==> src/rtl/params.sv <==
// Shared word, state and buffer-entry types for the instruction fetch slice.
package params;
  typedef logic [31:0] word;

  typedef logic [0:0] fetch_state_t;
  localparam fetch_state_t RUN   = 1'b0;
  localparam fetch_state_t FAULT = 1'b1;

  localparam int unsigned INSTR_BYTES = 4;

  typedef struct packed {
    word pc;
    word instr;
  } fetch_entry_t;
endpackage

==> src/rtl/fetch_fifo.sv <==
// Synchronous FIFO with flush; a push is visible at the head one cycle later (no bypass).
// Latency 1 cycle; a push into a full FIFO is dropped unless a pop frees the slot in the same cycle.
module fetch_fifo #(
  parameter int DEPTH = 2,
  parameter int WIDTH = 64,
  localparam int CNT_W = $clog2(DEPTH + 1)
) (
  input  logic             clk,
  input  logic             rst,
  input  logic             flush,
  input  logic             push,
  input  logic [WIDTH-1:0] push_dat,
  input  logic             pop,
  output logic [WIDTH-1:0] head_dat,
  output logic [CNT_W-1:0] count,
  output logic             empty,
  output logic             full
);
  localparam int PTR_W = (DEPTH > 1) ? $clog2(DEPTH) : 1;
  localparam logic [PTR_W-1:0] LAST = PTR_W'(DEPTH - 1);

  logic [WIDTH-1:0] mem [DEPTH];
  logic [PTR_W-1:0] rd_ptr, wr_ptr;
  logic             do_push, do_pop;

  function automatic logic [PTR_W-1:0] next_ptr(input logic [PTR_W-1:0] p);
    return (p == LAST) ? '0 : p + 1'b1;
  endfunction

  assign empty    = (count == '0);
  assign full     = (count == CNT_W'(DEPTH));
  assign do_pop   = pop && !empty;
  assign do_push  = push && (!full || do_pop);
  assign head_dat = mem[rd_ptr];

  always_ff @(posedge clk or posedge rst) begin
    if (rst) begin
      rd_ptr <= '0;
      wr_ptr <= '0;
      count  <= '0;
    end else if (flush) begin
      rd_ptr <= '0;
      wr_ptr <= '0;
      count  <= '0;
    end else begin
      if (do_push) wr_ptr <= next_ptr(wr_ptr);
      if (do_pop)  rd_ptr <= next_ptr(rd_ptr);
      count <= count + CNT_W'(do_push) - CNT_W'(do_pop);
    end
  end

  always_ff @(posedge clk) begin
    if (do_push && !flush) mem[wr_ptr] <= push_dat;
  end
endmodule

==> src/rtl/fetch_unit.sv <==
// Fetch stage: owns PC, credit-limited imem requests, registered decode buffer (rsp->dec 1 cycle); redirect flushes.
// Requests stall while inflight+buffered reaches BUF_DEPTH; optional misaligned-redirect trap under FETCH_MISALIGN_TRAP_EN.
module fetch_unit
  import params::*;
#(
  parameter word RESET_PC  = 32'h0000_0000,
  parameter int  BUF_DEPTH = 2
) (
  input  logic clk,
  input  logic rst,
  input  logic redirect_valid,
  input  word  redirect_addr,
  output logic imem_req_valid,
  input  logic imem_req_ready,
  output word  imem_req_addr,
  input  logic imem_rsp_valid,
  input  word  imem_rsp_data,
  output logic dec_valid,
  input  logic dec_ready,
  output word  dec_instr,
  output word  dec_pc,
  output logic fetch_fault
);
  localparam int CNT_W = $clog2(BUF_DEPTH + 1);
  localparam logic [CNT_W:0] DEPTH_C = (CNT_W + 1)'(BUF_DEPTH);

  word              pc;
  word              target;
  word              shadow_pc;
  fetch_state_t     state;
  fetch_entry_t     buf_in, buf_head;
  logic [CNT_W-1:0] inflight, discard, buf_count, shadow_count;
  logic             req_hs, rsp_keep, dec_pop;
  logic             buf_empty, buf_full, shadow_empty, shadow_full;
  logic             unused_status;

`ifdef FETCH_MISALIGN_TRAP_EN
  assign target = redirect_addr;

  always_ff @(posedge clk or posedge rst) begin
    if (rst)
      state <= RUN;
    else if (redirect_valid)
      state <= (redirect_addr[1:0] != 2'b00) ? FAULT : RUN;
  end

  assign fetch_fault = (state == FAULT);
`else
  assign target      = redirect_addr & ~32'h3;
  assign state       = RUN;
  assign fetch_fault = 1'b0;
`endif

  assign imem_req_valid = !rst && (state == RUN) && !redirect_valid &&
                          (({1'b0, inflight} + {1'b0, buf_count}) < DEPTH_C);
  assign imem_req_addr  = pc;
  assign req_hs         = imem_req_valid && imem_req_ready;
  assign rsp_keep       = imem_rsp_valid && !redirect_valid && (discard == '0);
  assign dec_pop        = dec_valid && dec_ready;

  assign buf_in    = '{pc: shadow_pc, instr: imem_rsp_data};
  assign dec_valid = !buf_empty;
  assign dec_instr = buf_head.instr;
  assign dec_pc    = buf_head.pc;

  always_ff @(posedge clk or posedge rst) begin
    if (rst) begin
      pc       <= RESET_PC;
      inflight <= '0;
      discard  <= '0;
    end else begin
      inflight <= inflight + CNT_W'(req_hs) - CNT_W'(imem_rsp_valid);
      if (redirect_valid) begin
        pc <= target;
        // inflight already includes responses marked stale, so everything still outstanding becomes stale.
        discard <= inflight - CNT_W'(imem_rsp_valid);
      end else begin
        if (req_hs) pc <= pc + word'(INSTR_BYTES);
        if (imem_rsp_valid && (discard != '0)) discard <= discard - 1'b1;
      end
    end
  end

  fetch_fifo #(.DEPTH(BUF_DEPTH), .WIDTH($bits(fetch_entry_t))) u_buf (
    .clk      (clk),
    .rst      (rst),
    .flush    (redirect_valid),
    .push     (rsp_keep),
    .push_dat (buf_in),
    .pop      (dec_pop),
    .head_dat (buf_head),
    .count    (buf_count),
    .empty    (buf_empty),
    .full     (buf_full)
  );

  // PCs of live (non-stale) requests, popped in step with their responses.
  fetch_fifo #(.DEPTH(BUF_DEPTH), .WIDTH($bits(word))) u_shadow (
    .clk      (clk),
    .rst      (rst),
    .flush    (redirect_valid),
    .push     (req_hs),
    .push_dat (pc),
    .pop      (rsp_keep),
    .head_dat (shadow_pc),
    .count    (shadow_count),
    .empty    (shadow_empty),
    .full     (shadow_full)
  );

  assign unused_status = ^{buf_full, shadow_full, shadow_empty, shadow_count};
endmodule
==> config.mk <==
export PLATFORM = sky130hd
export DESIGN_NAME = fetch_unit
export DESIGN_NICKNAME = d
export VERILOG_FILES = /design/src/rtl/params.sv /design/src/rtl/fetch_fifo.sv /design/src/rtl/fetch_unit.sv
export SDC_FILE = /design/constraint.sdc
export NUM_CORES = 1
export LEC_CHECK = 0
export BUFFER_PORTS_ARGS = -buffer_cell sky130_fd_sc_hd__buf_2
export CAP_MARGIN = 5
export CORE_ASPECT_RATIO = 1.2
export CORE_UTILIZATION = 35
export DETAILED_ROUTE_END_ITERATION = 10
export PLACE_DENSITY = 0.66
export SYNTH_ARGS = -nofsm -noshare
export SYNTH_HDL_FRONTEND = slang
export SYNTH_SLANG_ARGS = --single-unit
==> constraint.sdc <==
create_clock -name clk -period 5.7 [get_ports clk]
set_clock_uncertainty 0.2 [all_clocks]
set_input_delay 1.71 -clock clk [delete_from_list [all_inputs] [get_ports clk]]
set_output_delay 1.71 -clock clk [all_outputs]
set_load 0.05 [all_outputs]
==> results_dict.tcl, run 1 <==
set metrics [dict create \
    p_per_area_nw_per_um2 448 \
    async_flop_share_pct 18.6 \
    wire_per_inst_um 18.5 \
    netlist_area_um2 9260 \
    antenna_found_initial 0 \
    worstMarginPinSlew_ns 0.714 \
    route.detailed.drc 0 \
    grt_use_met1_pct 18.5 \
    hold_path.class "flop to flop" \
    utilization_pct 43.7 \
    r2r_start "u_buf.count[0]" \
    cts_tree "built" \
    fp.dieH_um 180 \
    hp-start "inflight[0]" \
    hold_buffers 0 \
    r2r.worst_path.cells 12 \
    cp.arrival_ns 2.54 \
    fin_crit_ns 4.45 \
    hold_depth 1 \
    ios 169 \
    die-area_um2 27100 \
    critPathCaptureType "output port" \
    required_ns 3.79 \
    cts_resized 0 \
    drtIter0Drc 216 \
    coreArea_um2 25700 \
    grt_max_degree 63 \
    clock.fmax_ghz 0.225 \
    drive_gt1_share_pct 40.6 \
    track_usage_pct 15.0 \
    clock-sinks 226 \
    ys_seq_elements 226 \
    synthCells 583 \
    dr.pass1.iters 4 \
    cts_setup_buffers 0 \
    ant_nets 0 \
    clockRootBuffer "clkbuf_16" \
    num_rows 64 \
    viasPerCell 5.03 \
    clockBufferDepth 3 \
    use_met2_pct 26.5 \
    diodes 0 \
    r2r_slack_ns 2.65 \
    fin_crit_sh_pct 78.0 \
    setup_violations 0 \
    p_leak_nw 4.22 \
    whs_endpoint "inflight[0]" \
    status "finished, final reports clean" \
    synth-edff-count 184 \
    grt_first_pass_wirelength_mm 31.1 \
    path_clk_slew_ns 0.06 \
    htree_levels 1 \
    yosysSeqAreaShare_pct 71.0 \
    final_max_slew_viol_count 0 \
    initial_core_util_pct 36.0 \
    drt_wl_total_mm 20.4 \
    grt_overflow 0 \
    clock_latency_ns 0.51 \
    cts_buffers 23 \
    syn_area_per_cell_um2 15.9 \
    grt_use_met3_pct 2.35 \
    rr_endpoint "inflight[1]" \
    startpoint "redirect_valid" \
    synth-main-ff-cell "edfxtp_1" \
    relSlewSlack_pct 52.4 \
    irDropWorstVdd_v 0.000178 \
    hold_violations 0 \
    syn2layout_area_growth_pct 21.4 \
    place.gp.congestion 0.811 \
    num_vias 5564 \
    nets 841 \
    yosysWarnings 0 \
    tns_ns 0 \
    rsz0062_at_grt "false" \
    critPathKind "primary input to output port" \
    cap_violations 0 \
    port_buffers 161 \
    hpwl_mm 13.4 \
    busiest_layer "met2" \
    grt_pass1_vias 5448 \
    start_kind "primary input" \
    fp.dieW_um 150 \
    netlist-cell-type-count 52 \
    critPathMaxFanout 5 \
]
state kept, by name (all words and copies together), names as in the netlist:
| name | count |
|---|---|
| u_buf.mem | 124 |
| imem_req_addr | 30 |
| u_buf.count | 2 |
| u_shadow.mem | 60 |
| u_shadow.count | 2 |
| u_shadow.rd_ptr | 1 |
| inflight | 2 |
| u_buf.rd_ptr | 1 |
| u_shadow.wr_ptr | 1 |
| u_buf.wr_ptr | 1 |
| discard | 2 |
layout by cell type, fill, tap and decap left out, types with 4 or more instances in the layout:
master,n
clkbuf_1,6
ha_1,9
inv_1,14
o21ai_0,18
and3_1,5
mux2i_1,4
dfrtp_1,41
nand3_1,15
clkinv_1,4
nand4_1,9
mux2_2,92
a221o_1,8
conb_1,5
a21oi_1,8
clkbuf_16,23
nand2_1,37
and2_1,7
edfxtp_1,184
o311ai_0,9
buf_4,12
xnor2_1,9
nor2_1,27
nor4_1,5
buf_2,161
clkinv_2,4
or4_1,4
cell families (layout without fill, tap and decap cells):
logic type | count (synthesis) | in the layout | share of synthesized area, %
DFF | 226 | 226 | 71.0
and+or+nand+nor | 132 | 132 | 7.80
muxes | 96 | 96 | 11.6
AOI/OAI and AO/OA | 65 | 65 | 5.04
buffers and inverters | 42 | 231 | 2.03
xor gates and xnor gates | 11 | 11 | 1.04
adders and majority gates | 10 | 10 | 1.43
other | 1 | 5 | 0.0405
metal layers:
layer	vias up	wire length, µm
li1	2579	-
met5	-	0
met4	0	527
met2	170	10500
met3	41	1100
met1	2774	8290
per-stage QoR:
step / setup slack [ns] / hold WS [ns] / instances / instance area (µm²) / total power, W
final: 1.25 / 0.307 / 1106 / 11200 / 0.00503
after global routing: 1.23 / 0.318 / 1106 / 11200 / 0.00524
after CTS: 1.24 / 0.312 / 1106 / 11200 / 0.00508
after detailed placement: 1.24 / 0.297 / 1066 / 10500 / 0.00360
after global placement: 1.25 / 0.287 / 1066 / 10500 / 0.00358
after floorplan: 0.504 / 0.278 / 587 / 9280 / 0.00322
critical path, cell delays in order:
cell and delay [ns]:
buf_2 0.12, nor4_4 0.37, buf_2 0.33
final cells by class:
cell class	count	area, µm²
clock buffers	29	598
clock inverters	11	130
fillers	2348	14500
inverters	16	60.1
multi-input cells	319	2530
flip-flops and latches	226	6580
well taps	330	413
repair buffers	175	936
synthesized netlist by cell type, types with 5 or more instances:
cell / count / area [µm²]
nand4_1: 9 / 56.3
nor4_1: 5 / 31.3
and2_1: 8 / 50.1
inv_1: 14 / 52.6
mux2_2: 92 / 1040
nand2_1: 37 / 139
o21ai_0: 18 / 90.1
buf_4: 7 / 52.6
dfrtp_1: 42 / 1050
nor2_1: 29 / 109
a21oi_1: 8 / 40.0
clkbuf_1: 13 / 48.8
o311ai_0: 9 / 78.8
nand3_1: 15 / 75.1
edfxtp_1: 184 / 5530
a221o_1: 8 / 80.1
xnor2_1: 9 / 78.8
ha_1: 9 / 113
and3_1: 5 / 31.3
worst max-delay path by stage:
stage	to	depth (start not counted)
final	imem_req_valid	3
after global routing	imem_req_valid	3
after detailed placement	u_buf.mem[1][35]	7
after global placement	imem_req_valid	3
after floorplan	u_shadow.mem[0][10]	7
after CTS	imem_req_valid	3
report_power, final:
| part | switching, W | internal, W | total [W] |
|---|---|---|---|
| registers | 0.000168 | 0.00196 | 0.00213 |
| logic | 0.000987 | 0.000433 | 0.00142 |
| clock network | 0.000605 | 0.000877 | 0.00148 |
| total | 0.00176 | 0.00327 | 0.00503 |
Note: power is estimated with default switching activity, not from simulation.
==> inputs of run 2 (changes only) <==
--- a/config.mk
+++ b/config.mk
@@ -10,7 +10,7 @@
 export CORE_ASPECT_RATIO = 1.2
 export CORE_UTILIZATION = 35
 export DETAILED_ROUTE_END_ITERATION = 10
-export PLACE_DENSITY = 0.66
+export PLACE_DENSITY = 0.68
 export SYNTH_ARGS = -nofsm -noshare
 export SYNTH_HDL_FRONTEND = slang
 export SYNTH_SLANG_ARGS = --single-unit
==> constraint.sdc (replaced) <==
create_clock -name clk -period 3.75 [get_ports clk]
set_clock_uncertainty 0.2 [all_clocks]
set_input_delay 1.125 -clock clk [delete_from_list [all_inputs] [get_ports clk]]
set_output_delay 1.125 -clock clk [all_outputs]
set_load 0.05 [all_outputs]
==> run 2 against run 1 <==
Hold slack improved by 0.0037 ns. Largest cell class unchanged. First-iteration DRC count grew 45%. Final area up 1.5%. Sequential power is 51% higher. Power up 55%. Flip-flop and latch count is the same. Register-to-register slack got worse by 1.9 ns. Clock power rose by 61%.
==> results_dict.tcl, run 2 (same netlist as run 1, synthesis figures left out) <==
set metrics [dict create \
    worstMarginPinSlew_ns 1.06 \
    die-area_um2 27100 \
    rr_endpoint "u_shadow.mem[0][20]" \
    fp.dieH_um 180 \
    cts_resized 0 \
    fin_crit_ns 3.61 \
    clockRootBuffer "clkbuf_16" \
    whs_endpoint "inflight[0]" \
    status "finished, final reports clean" \
    start_kind "flop" \
    relSlewSlack_pct 28.9 \
    drive_gt1_share_pct 41.2 \
    tns_ns 0 \
    route.detailed.drc 0 \
    drt_wl_total_mm 20.0 \
    num_vias 5512 \
    critPathMaxStageDelay_ns 0.47 \
    syn2layout_area_growth_pct 23.2 \
    wl_met2_mm 10.3 \
    clock-sinks 226 \
    setup_violations 0 \
    path_clk_slew_ns 0.06 \
    r2r_slack_ns 0.78 \
    fillers 2280 \
    num_rows 64 \
    cp.arrival_ns 2.28 \
    highest_layer "met4" \
    initial_core_util_pct 36.0 \
    wire_per_inst_um 18.0 \
    viasPerCell 4.96 \
    r2r.worst_path.cells 9 \
    track_usage_pct 14.9 \
    clock.fmax_ghz 0.277 \
    coreArea_um2 25700 \
    final_cell_mix "edfxtp_1 (184), buf_2 (161), mux2_2 (92)" \
    place.gp.congestion 0.777 \
    hold_violations 0 \
    slowest_stage "fa_1" \
    ant_nets 0 \
    antenna_found_initial 0 \
    r2r_start "u_buf.count[0]" \
    grt_overflow 0 \
    hold_buffers 0 \
    grt_max_degree 63 \
    dr.pass1.iters 5 \
    cap_violations 0 \
    irDropWorstVdd_v 0.000357 \
    fp.dieW_um 150 \
    diodes 0 \
    crit_chain "inv_1 > nor2_1 > fa_1 > nor4_4 > buf_2" \
    wl_met1_mm 8.01 \
    required_ns 2.42 \
    p_leak_nw 4.28 \
    htree_levels 1 \
    met3_length_mm 1.18 \
    hpwl_mm 13.4 \
    final_max_slew_viol_count 0 \
    hold_path.class "flop to flop" \
    cts_setup_buffers 0 \
    critPathCaptureType "output port" \
    p_total_w 0.00779 \
    clock_latency_ns 0.51 \
    largest_reg_flops 124 \
    fin_crit_sh_pct 96.2 \
    hold_depth 1 \
    clockBufferDepth 3 \
    final_common_cell "edfxtp_1" \
    critPathKind "flop to output port" \
    drtIter0Drc 314 \
    hp-start "inflight[0]" \
    critPathMaxFanout 5 \
    rsz0062_at_grt "false" \
    cts_tree "built" \
    grt_pass1_vias 5530 \
    ios 169 \
    grt_first_pass_wirelength_mm 30.9 \
    p_per_area_nw_per_um2 683 \
    nets 844 \
    cts_buffers 24 \
    port_buffers 161 \
    top_register "u_buf.mem" \
]
==> run 2: changes by cell type in the layout (fill, tap and decap cells not counted), sizes merged <==
cell	delta
inv	-1
clkinvlp	+1
buf	+2
bufinv	-1
clkbuf	+9
clkinv	-4
==> run 2: area by class of cell <==
cell class,instances,area (µm²),share of cell area (%)
clock buffers,38,724,6.35
well taps,330,413,3.62
clock inverters,6,93.8,0.823
repair buffers,177,1000,8.77
inverters,16,60.1,0.526
multi-input cells,319,2540,22.2
flip-flops and latches,226,6580,57.7
==> run 2: through the flow <==
| stage | hold WS (ns) | util (%) | cells | cell area, µm² | setup slack (ns) |
|---|---|---|---|---|---|
| 3_3_place_gp | 0.286 | 41.2 | 1068 | 10600 | 0.383 |
| 4_1_cts | 0.307 | 44.4 | 1112 | 11400 | 0.128 |
| 3_5_place_dp | 0.293 | 41.2 | 1068 | 10600 | 0.364 |
| 6_report | 0.311 | 44.4 | 1112 | 11400 | 0.142 |
| 5_1_grt | 0.332 | 44.4 | 1112 | 11400 | 0.0595 |
| 2_1_floorplan | 0.278 | - | 587 | 9300 | 0.0780 |
==> run 2: how the worst max path moves through the flow <==
stage               cells past startpoint            from  slack, ns                   to
finish                                  5  u_buf.count[0]       0.14       imem_req_valid
CTS                                     5  u_buf.count[0]       0.13       imem_req_valid
global route                            5  u_buf.count[0]       0.06       imem_req_valid
detailed placement                      7  redirect_valid       0.36    imem_req_addr[13]
floorplan                               7  redirect_valid       0.08  u_shadow.mem[1][10]
global placement                        7  redirect_valid       0.38    imem_req_addr[15]
==> run 2: critical path, delay by kind of cell, from the launching register on <==
kind	cells	cell delay, ns
fa+ha+maj	1	0.47
flops	1	0.36
simple gates	2	0.54
buf+inv	2	0.40
==> run 2: power by group <==
group | total [W] | internal [W] | switching [W]
Combinational | 0.00218 | 0.000665 | 0.00152
Sequential | 0.00322 | 0.00298 | 0.000234
Clock | 0.00239 | 0.00147 | 0.000928
Total | 0.00779 | 0.00511 | 0.00268
==> run 2: layer usage <==
layer  vias up  track usage [%]
met5         -                0
met4         0             4.85
met3        30             2.51
met2       178             26.4
met1      2707             18.1
li1       2597                -
==> inputs of run 3 (changes only) <==
--- a/config.mk
+++ b/config.mk
@@ -5,6 +5,7 @@
 export SDC_FILE = /design/constraint.sdc
 export NUM_CORES = 1
 export LEC_CHECK = 0
+export ABC_AREA = 1
 export BUFFER_PORTS_ARGS = -buffer_cell sky130_fd_sc_hd__buf_2
 export CAP_MARGIN = 5
 export CORE_ASPECT_RATIO = 1.2
==> run 3 against run 2 <==
Core utilization fell by 1.4 points. Sequential power increased by 1%. Cell count grew 30%. Global-route usage down 0.50 points. First-iteration DRC count increased by 31%. Synthesized cell count grew 59%. Wire length is 2.2% higher. Via count up 20%. Non-clock buffer count shrank 5. Setup slack gained 0.25 ns. Critical endpoint is now dec_pc[30]. Largest cell class unchanged. Highest routed layer unchanged.
==> results_dict.tcl, run 3 <==
set metrics [dict create \
    status "finished, final reports clean" \
    cts_setup_buffers 0 \
    fin_crit_sh_pct 89.6 \
    yosysWarnings 0 \
    track_usage_pct 14.4 \
    required_ns 2.42 \
    p_per_area_nw_per_um2 707 \
    ios 169 \
    final_common_cell "nand2_1" \
    ant_nets 0 \
    crit_chain "inv_2 > buf_12 > nand2_1 > nand2_1 > buf_2" \
    largest_reg_flops 124 \
    synth_top_area_cell "edfxtp_1" \
    wire_per_inst_um 14.1 \
    place.gp.congestion 0.822 \
    cap_violations 0 \
    num_vias 6608 \
    critPathMaxFanout 39 \
    synthCells 925 \
    rsz0062_at_grt "false" \
    tns_ns 0 \
    initial_core_util_pct 35.6 \
    hold_slack_ns 0.326 \
    rr_endpoint "u_shadow.mem[1][22]" \
    hold_path.class "flop to flop" \
    ys_seq_elements 226 \
    drtIter0Drc 411 \
    grt_max_degree 63 \
    place_area_um2 10900 \
    clock_latency_ns 0.51 \
    drt_wl_total_mm 20.4 \
    synth-edff-count 184 \
    path_clk_slew_ns 0.06 \
    fillers 2582 \
    r2r_start "inflight[0]" \
    p_total_w 0.00825 \
    clock-sinks 226 \
    irDropWorstVdd_v 0.000291 \
    worstMarginPinSlew_ns 0.925 \
    nets 1172 \
    syn_area_per_cell_um2 10.5 \
    cts_buffers 23 \
    synth_area_leaders "edfxtp_1 (57%), nand2_1 (16%), dfrtp_1 (11%)" \
    clockRootBuffer "clkbuf_16" \
    final_cell_mix "nand2_1 (417), edfxtp_1 (184), buf_2 (161)" \
    slowest_stage "dfrtp_2" \
    clock.fmax_ghz 0.298 \
    critPathMaxStageDelay_ns 0.40 \
    hold_violations 0 \
    netlist-cell-type-count 35 \
    utilization_pct 43.0 \
    route.detailed.drc 0 \
    coreArea_um2 27200 \
    relSlewSlack_pct 38.3 \
    fin_crit_ns 3.36 \
    viasPerCell 4.56 \
    worstSetupEndpoint "dec_pc[30]" \
    grt_first_pass_wirelength_mm 32.3 \
    startpoint "u_buf.rd_ptr" \
    yosysMostFrequentCell "nand2_1" \
    num_rows 66 \
    setup_violations 0 \
    design_area_um2 11700 \
    clockBufferDepth 3 \
    antenna_found_initial 0 \
    htree_levels 1 \
    cts_resized 0 \
    async_flop_share_pct 18.6 \
    netlist_area_um2 9670 \
    die-area_um2 28300 \
    path_common_cell "nand2_1" \
    critPathCaptureType "output port" \
    r2r_slack_ns 1.21 \
    cts_tree "built" \
    synth_commonest_cells "nand2_1 (417), edfxtp_1 (184), inv_1 (62), nand3_1 (51), dfrtp_1 (42)" \
    p_leak_nw 5.05 \
    diodes 0 \
    top_register "u_buf.mem" \
    hpwl_mm 14.2 \
    port_buffers 161 \
    yosysSeqAreaShare_pct 68.0 \
    grt_overflow 0 \
    fp.dieH_um 184 \
    r2r.worst_path.cells 9 \
    synth-main-ff-cell "edfxtp_1" \
    fp.dieW_um 154 \
    grt_pass1_vias 6375 \
    hold_buffers 0 \
    start_kind "flop" \
    syn2layout_area_growth_pct 20.6 \
    drive_gt1_share_pct 21.6 \
    dr.pass1.iters 5 \
    cp.arrival_ns 2.04 \
    synth_top_area_share_pct 57.1 \
    critPathKind "flop to output port" \
    final_max_slew_viol_count 0 \
]
==> run 3: layout make-up <==
class	instances	area (µm²)	area share (%)
Sequential cell	226	6580	56.4
Timing Repair Buffer	172	913	7.83
Clock inverter	15	209	1.79
Multi-Input combinational cell	602	2700	23.1
Clock buffer	27	591	5.06
Inverter	67	258	2.21
Tap cell	340	425	3.65
==> run 3: worst max-delay path: cells and delay by family, from the launching register on <==
| kind | cells | cell delay [ns] |
|---|---|---|
| buffers and inverters | 3 | 0.93 |
| DFF | 1 | 0.40 |
| and+or+nand+nor | 2 | 0.17 |
==> run 3: cells by family (layout without fill, tap and decap cells) <==
group                    after synthesis  count (layout)  share of synthesized area [%]
buffers and inverters                101             281                           4.50
flip-flops                           226             226                           68.0
AO/OA/AOI/OAI                         40              40                           2.30
adder cells (fa/ha/maj)               10              10                           1.37
AND/OR/NAND/NOR                      535             535                           22.7
XOR/XNOR                              12              12                           1.09
other                                  1               5                         0.0388
==> run 3: per-stage QoR <==
step / std cells / setup slack [ns]
floorplan: 929 / -0.0665
global placement: 1407 / 0.635
detailed placement: 1407 / 0.646
CTS: 1449 / 0.327
global route: 1449 / 0.279
finish: 1449 / 0.390
==> run 3: worst min path at each step <==
stage	start	to	slack, ns	depth (start not counted)
after floorplan	u_shadow.wr_ptr	u_shadow.wr_ptr	0.27	1
after global placement	u_shadow.wr_ptr	u_shadow.wr_ptr	0.30	1
after detailed placement	u_shadow.wr_ptr	u_shadow.wr_ptr	0.32	1
after CTS	u_shadow.wr_ptr	u_shadow.wr_ptr	0.33	1
after global routing	u_shadow.mem[1][5]	u_buf.mem[0][37]	0.36	2
final	u_shadow.wr_ptr	u_shadow.wr_ptr	0.33	1
==> run 3: routing by layer <==
layer / part of all wire, % / track usage [%] / up-vias
met5: 0 / 0 / -
met4: 2.8 / 5.16 / 0
met3: 5.0 / 2.23 / 37
met2: 50 / 25.8 / 173
met1: 42 / 17.5 / 3060
li1: - / - / 3338
==> run 3: report_power, final <==
part           total (W)  internal, W  switching (W)  leakage, nW
Sequential       0.00326      0.00305       0.000216         2.18
Clock            0.00239      0.00148       0.000912        0.395
Combinational    0.00259     0.000567        0.00203         2.47
